`config.mk`:
```
export PLATFORM = sky130hd
export DESIGN_NAME = sdc_write_buffer
export DESIGN_NICKNAME = d
export VERILOG_FILES = /design/src/rtl/sdc_write_buffer.sv
export SDC_FILE = /design/constraint.sdc
export NUM_CORES = 1
export LEC_CHECK = 0
export ABC_CLOCK_PERIOD_IN_PS = 3500
export CAP_MARGIN = 20
export CORE_MARGIN = 1.5
export CORE_UTILIZATION = 25
export CTS_BUF_LIST = sky130_fd_sc_hd__clkbuf_8
export DETAILED_ROUTE_END_ITERATION = 16
export SYNTH_ARGS = -nofsm -noshare
export SYNTH_HDL_FRONTEND = slang
export SYNTH_SLANG_ARGS = --single-unit
```
`constraint.sdc`:
```
create_clock -name clk -period 3.5 [get_ports clk]
set_clock_uncertainty 0.15 [all_clocks]
set_input_delay 0.35 -clock clk [delete_from_list [all_inputs] [get_ports clk]]
set_output_delay 0.35 -clock clk [all_outputs]
set_load 0.05 [all_outputs]
```
`src/rtl/sdc_write_buffer.sv`:
```
// sdc_write_buffer: byte-wide show-ahead FIFO feeding the SD-card writer.
// Host bytes enter through valid/ready. The buffer counts them into 512-byte
// blocks, reports how many complete blocks have been loaded, and on flush pads
// a partial block out to its boundary with 0xFF.
module sdc_write_buffer #(
    parameter int AW          = 4,
    parameter int BLOCK_BYTES = 512
) (
    input  logic       clk,
    input  logic       reset,
    input  logic [7:0] wr_data,
    input  logic       wr_valid,
    output logic       wr_ready,
    input  logic       flush,
    output logic [7:0] dataFromRam,
    output logic       empty,
    input  logic       bytes,
    output logic [7:0] sizeRead,
    output logic       start,
    output logic       busy
);

    localparam int             DEPTH    = 1 << AW;
    localparam int             BW       = $clog2(BLOCK_BYTES);
    localparam logic [AW:0]    FULL_OCC = (AW + 1)'(DEPTH);
    localparam logic [BW-1:0]  BLK_LAST = BW'(BLOCK_BYTES - 1);

    typedef enum logic [1:0] {
        IDLE = 2'd0,
        FILL = 2'd1,
        PAD  = 2'd2
    } state_t;

    state_t         state_reg, state_next;
    logic [AW-1:0]  wrPtr_reg, rdPtr_reg;
    logic [AW:0]    occ_reg;
    logic [BW-1:0]  blkCnt_reg;
    logic [7:0]     sizeRead_reg;
    logic           start_reg, startSeen_reg;
    logic [7:0]     mem [DEPTH];

    logic           full;
    logic           hostPush, padPush, pushEn, popEn, blkWrap;
    logic [7:0]     pushData;

    assign full  = (occ_reg == FULL_OCC);
    assign empty = (occ_reg == '0);

    // Ready is held low while reset is asserted so the host never sees a
    // handshake against a buffer that is being cleared.
    assign wr_ready = reset & ~full & (state_reg != PAD);

    assign hostPush = wr_valid & wr_ready;
    assign padPush  = (state_reg == PAD) & ~full;
    assign pushEn   = hostPush | padPush;
    assign popEn    = bytes & ~empty;
    assign blkWrap  = pushEn & (blkCnt_reg == BLK_LAST);
    assign pushData = padPush ? 8'hFF : wr_data;

    // Stale storage contents are masked so an empty buffer always reads 0x00.
    assign dataFromRam = empty ? 8'h00 : mem[rdPtr_reg];
    assign sizeRead    = sizeRead_reg;
    assign start       = start_reg;
    assign busy        = (state_reg == PAD);

    // Storage write port; contents need no reset because occupancy gates reads.
    always_ff @(posedge clk) begin
        if (pushEn) begin
            mem[wrPtr_reg] <= pushData;
        end
    end

    // Pointers, occupancy, block accounting and the one-shot start pulse.
    always_ff @(posedge clk or negedge reset) begin
        if (!reset) begin
            wrPtr_reg     <= '0;
            rdPtr_reg     <= '0;
            occ_reg       <= '0;
            blkCnt_reg    <= '0;
            sizeRead_reg  <= '0;
            start_reg     <= 1'b0;
            startSeen_reg <= 1'b0;
        end else begin
            if (pushEn) begin
                wrPtr_reg  <= wrPtr_reg + 1'b1;
                blkCnt_reg <= blkCnt_reg + 1'b1;
            end
            if (popEn) begin
                rdPtr_reg <= rdPtr_reg + 1'b1;
            end
            case ({pushEn, popEn})
                2'b10:   occ_reg <= occ_reg + 1'b1;
                2'b01:   occ_reg <= occ_reg - 1'b1;
                default: occ_reg <= occ_reg;
            endcase
            if (blkWrap && (sizeRead_reg != 8'hFF)) begin
                sizeRead_reg <= sizeRead_reg + 1'b1;
            end
            // Pulse once, the cycle after the first block becomes visible.
            start_reg     <= (sizeRead_reg == 8'd1) & ~startSeen_reg;
            startSeen_reg <= startSeen_reg | (sizeRead_reg == 8'd1);
        end
    end

    // State register.
    always_ff @(posedge clk or negedge reset) begin
        if (!reset) begin
            state_reg <= IDLE;
        end else begin
            state_reg <= state_next;
        end
    end

    // Next-state logic: block completion always wins over a same-cycle flush.
    always_comb begin
        state_next = state_reg;
        case (state_reg)
            IDLE: begin
                if (hostPush) begin
                    state_next = blkWrap ? IDLE : FILL;
                end
            end
            FILL: begin
                if (blkWrap) begin
                    state_next = IDLE;
                end else if (flush) begin
                    state_next = PAD;
                end
            end
            PAD: begin
                if (blkWrap) begin
                    state_next = IDLE;
                end
            end
            default: state_next = IDLE;
        endcase
    end

endmodule

```
==> flow_summary.yaml <==
worst_setup_path:
  crit_chain: "nor4_4, and2_2, clkdlybuf4s50_1"
  crit_required_ps: 3000
  endpoint_kind: "output port"
  critPathMaxFanout: 9
  crit_type: "flop to output port"
  cp.arrival_ps: 2710
  worst_r2r_startpoint: "occ_reg[1]$_DFFE_PN0P_"
  startpoint: "occ_reg[1]$_DFFE_PN0P_"
  startpoint_type: "flop"
  slowest_delay_ps: 870
  critPathSlowestCell: "clkdlybuf4s50_1"
timing:
  tns_ps: 0
  min_period_ps: 3210
  fin_crit_sh_pct: 91.8
  worstMarginPinSlew_ps: 857
  hold_violations: 0
  max_freq_mhz: 311
  setup_viol: 0
  drv_slew: 0
  relSlewSlack_pct: 42.9
  grt_setup_unrepaired: "no"
cts:
  root_buffer: "clkbuf_8"
  cts_tree: "yes"
  cts.path.max_buffers: 2
  cts_resized: 0
  clkTransAtPathRegs_ps: 80
  htree_levels: 4
  cts.sink_count: 162
  post_cts.repair.setup_buffers: 0
  clock_latency_ps: 460
  cts_inserted_buffers: 17
  hold_buffers: 0
grt:
  grt_max_degree: 36
  overflow: 0
  grt_pass1_wl_mm: 21.8
  first_global_vias: 3905
  grt_use_total_pct: 10.3
  antenna_found_initial: 0
synthesis:
  ys_seq_area_share_pct: 68.5
  yosys_warnings: 0
  ys_seq_elements: 162
  synth_area_um2: 6850
  synth_edf_count: 128
  synth_top_flop_cell: "edfxtp_1"
  synth_area_per_cell_um2: 17.2
  syn_inst: 398
  ys_types: 43
  async_flop_share_pct: 21.0
  synth_fp_nets: 424
power_and_ir_drop:
  vdd_drop_max_v: 0.000361
  leakagePower_uw: 0.00270
  powerDensity_nw_per_um2: 797
detailed_routing:
  routed_via_density: 4.65
  drtIter0Drc: 184
  num_vias: 3675
  postRouteAntennaNets: 0
  dr.pass1.iters: 5
  route.detailed.drc: 0
  wl_mm: 13.8
  wire_per_inst_um: 17.5
final_layout:
  final_common_cell: "edfxtp_1"
  area_growth_pct: 15.4
  drive_gt1_share_pct: 21.3
  fill_cells: 2639
  largest_register_ffs: 128
  fin_cells: 791
  final_cell_mix: "128 x edfxtp_1, 34 x dfrtp_1, 32 x mux4_2"
  num_antenna_cells: 0
  nets: 463
  finalInstanceArea_um2: 7910
run_status:
  status: "finished, final reports clean"
die:
  initial_core_util_pct: 25.4
  die_y_um: 169
  coreArea_um2: 27000
  num_rows: 60
  die_x_um: 169
  fp.dieArea_um2: 28400
  io_pins: 33
placed_design:
  place_hpwl_mm: 9.10
  placed_area_um2: 7560
  routabilityCongestion: 0.739
  port_buffers: 32
  dp.cells: 759
run:
  max_cap_viol_count: 0
hold_path:
  holdCritPathClass: "input port to async pin"
[critical path, delay by kind of cell, from the launching register on]
| kind | cells | cell delay [ps] |
|---|---|---|
| buffers and inverters | 1 | 870 |
| DFF | 1 | 480 |
| and+or+nand+nor | 2 | 890 |
[report_power, final]
part | switching (uW) | internal (uW) | total, uW
clock | 718 | 497 | 1220
combinational | 1430 | 966 | 2390
sequential | 227 | 2460 | 2690
total | 2370 | 3920 | 6300
[cell type report]
cell class              count  area [um2]  area share (%)
clock buffers              17         234            2.96
repair buffers             39         375            4.75
inverters                   9        33.8           0.427
well taps                 341         427            5.40
flip-flops and latches    162        4690            59.4
multi-input cells         208        2030            25.7
clock inverters            15         113            1.42
[Yosys cell counts, types with 2 or more instances]
master,instances,area [um2]
dfrtp_1,34,851
buf_2,8,40.0
buf_1,2,7.51
nor4b_1,2,17.5
clkbuf_1,6,22.5
nand3b_1,3,22.5
xor2_1,8,70.1
or2_2,9,56.3
nand3_1,4,20.0
a211oi_1,17,128
a21oi_1,7,35.0
and3_1,19,119
edfxtp_1,128,3840
buf_4,3,22.5
a31oi_1,3,18.8
inv_1,9,33.8
xnor2_1,15,131
nand2_1,12,45.0
nand2b_1,2,12.5
mux2i_1,10,100
mux2_2,4,45.0
nor3_1,4,20.0
mux4_2,32,721
nor2b_1,12,75.1
nor2_1,8,30.0
nand4_1,8,50.1
ha_1,13,163
[final timing paths]
| path | endpoint | slack, ps | cells past startpoint |
|---|---|---|---|
| worst max-delay path | empty | 290 | 3 |
| worst min-delay path | sizeRead[6]$_DFFE_PN0P_ | 200 | 2 |
| worst max register to register | occ_reg[4]$_DFFE_PN0P_ | 560 | 9 |
| worst min register to register | start$_DFF_PN0_ | 290 | 1 |
| max in group asynchronous | blkCnt_reg[4]$_DFFE_PN0P_ | 2680 | 2 |
| min in group clk | start$_DFF_PN0_ | 290 | 1 |
[per-layer routing]
layer | wire, um | up-vias | global-route usage [%]
met1 | 6070 | 1932 | 13.0
met2 | 6700 | 89 | 16.7
met4 | 163 | 0 | 3.65
met3 | 907 | 11 | 3.32
met5 | 0 | - | 0
li1 | - | 1643 | -
[metrics by stage]
stage                     power, uW  util (%)  hold slack, ps  worst slack, ps
after floorplan                4450         -           -95.6              577
after global placement         5070      28.0             259              599
after detailed placement       5160      28.0             280              523
after CTS                      6370      29.3             208              269
after global routing           6640      29.3             235              127
final                          6300      29.3             200              287
[cells by family after synthesis]
family | Yosys count | synth area share, %
compound gates | 38 | 3.91
xor+xnor | 23 | 2.94
fa+ha+maj | 13 | 2.37
buf+inv | 28 | 1.85
flops | 162 | 68.5
mux | 46 | 12.6
simple gates | 88 | 7.75
(Power assumes the default switching activity.)
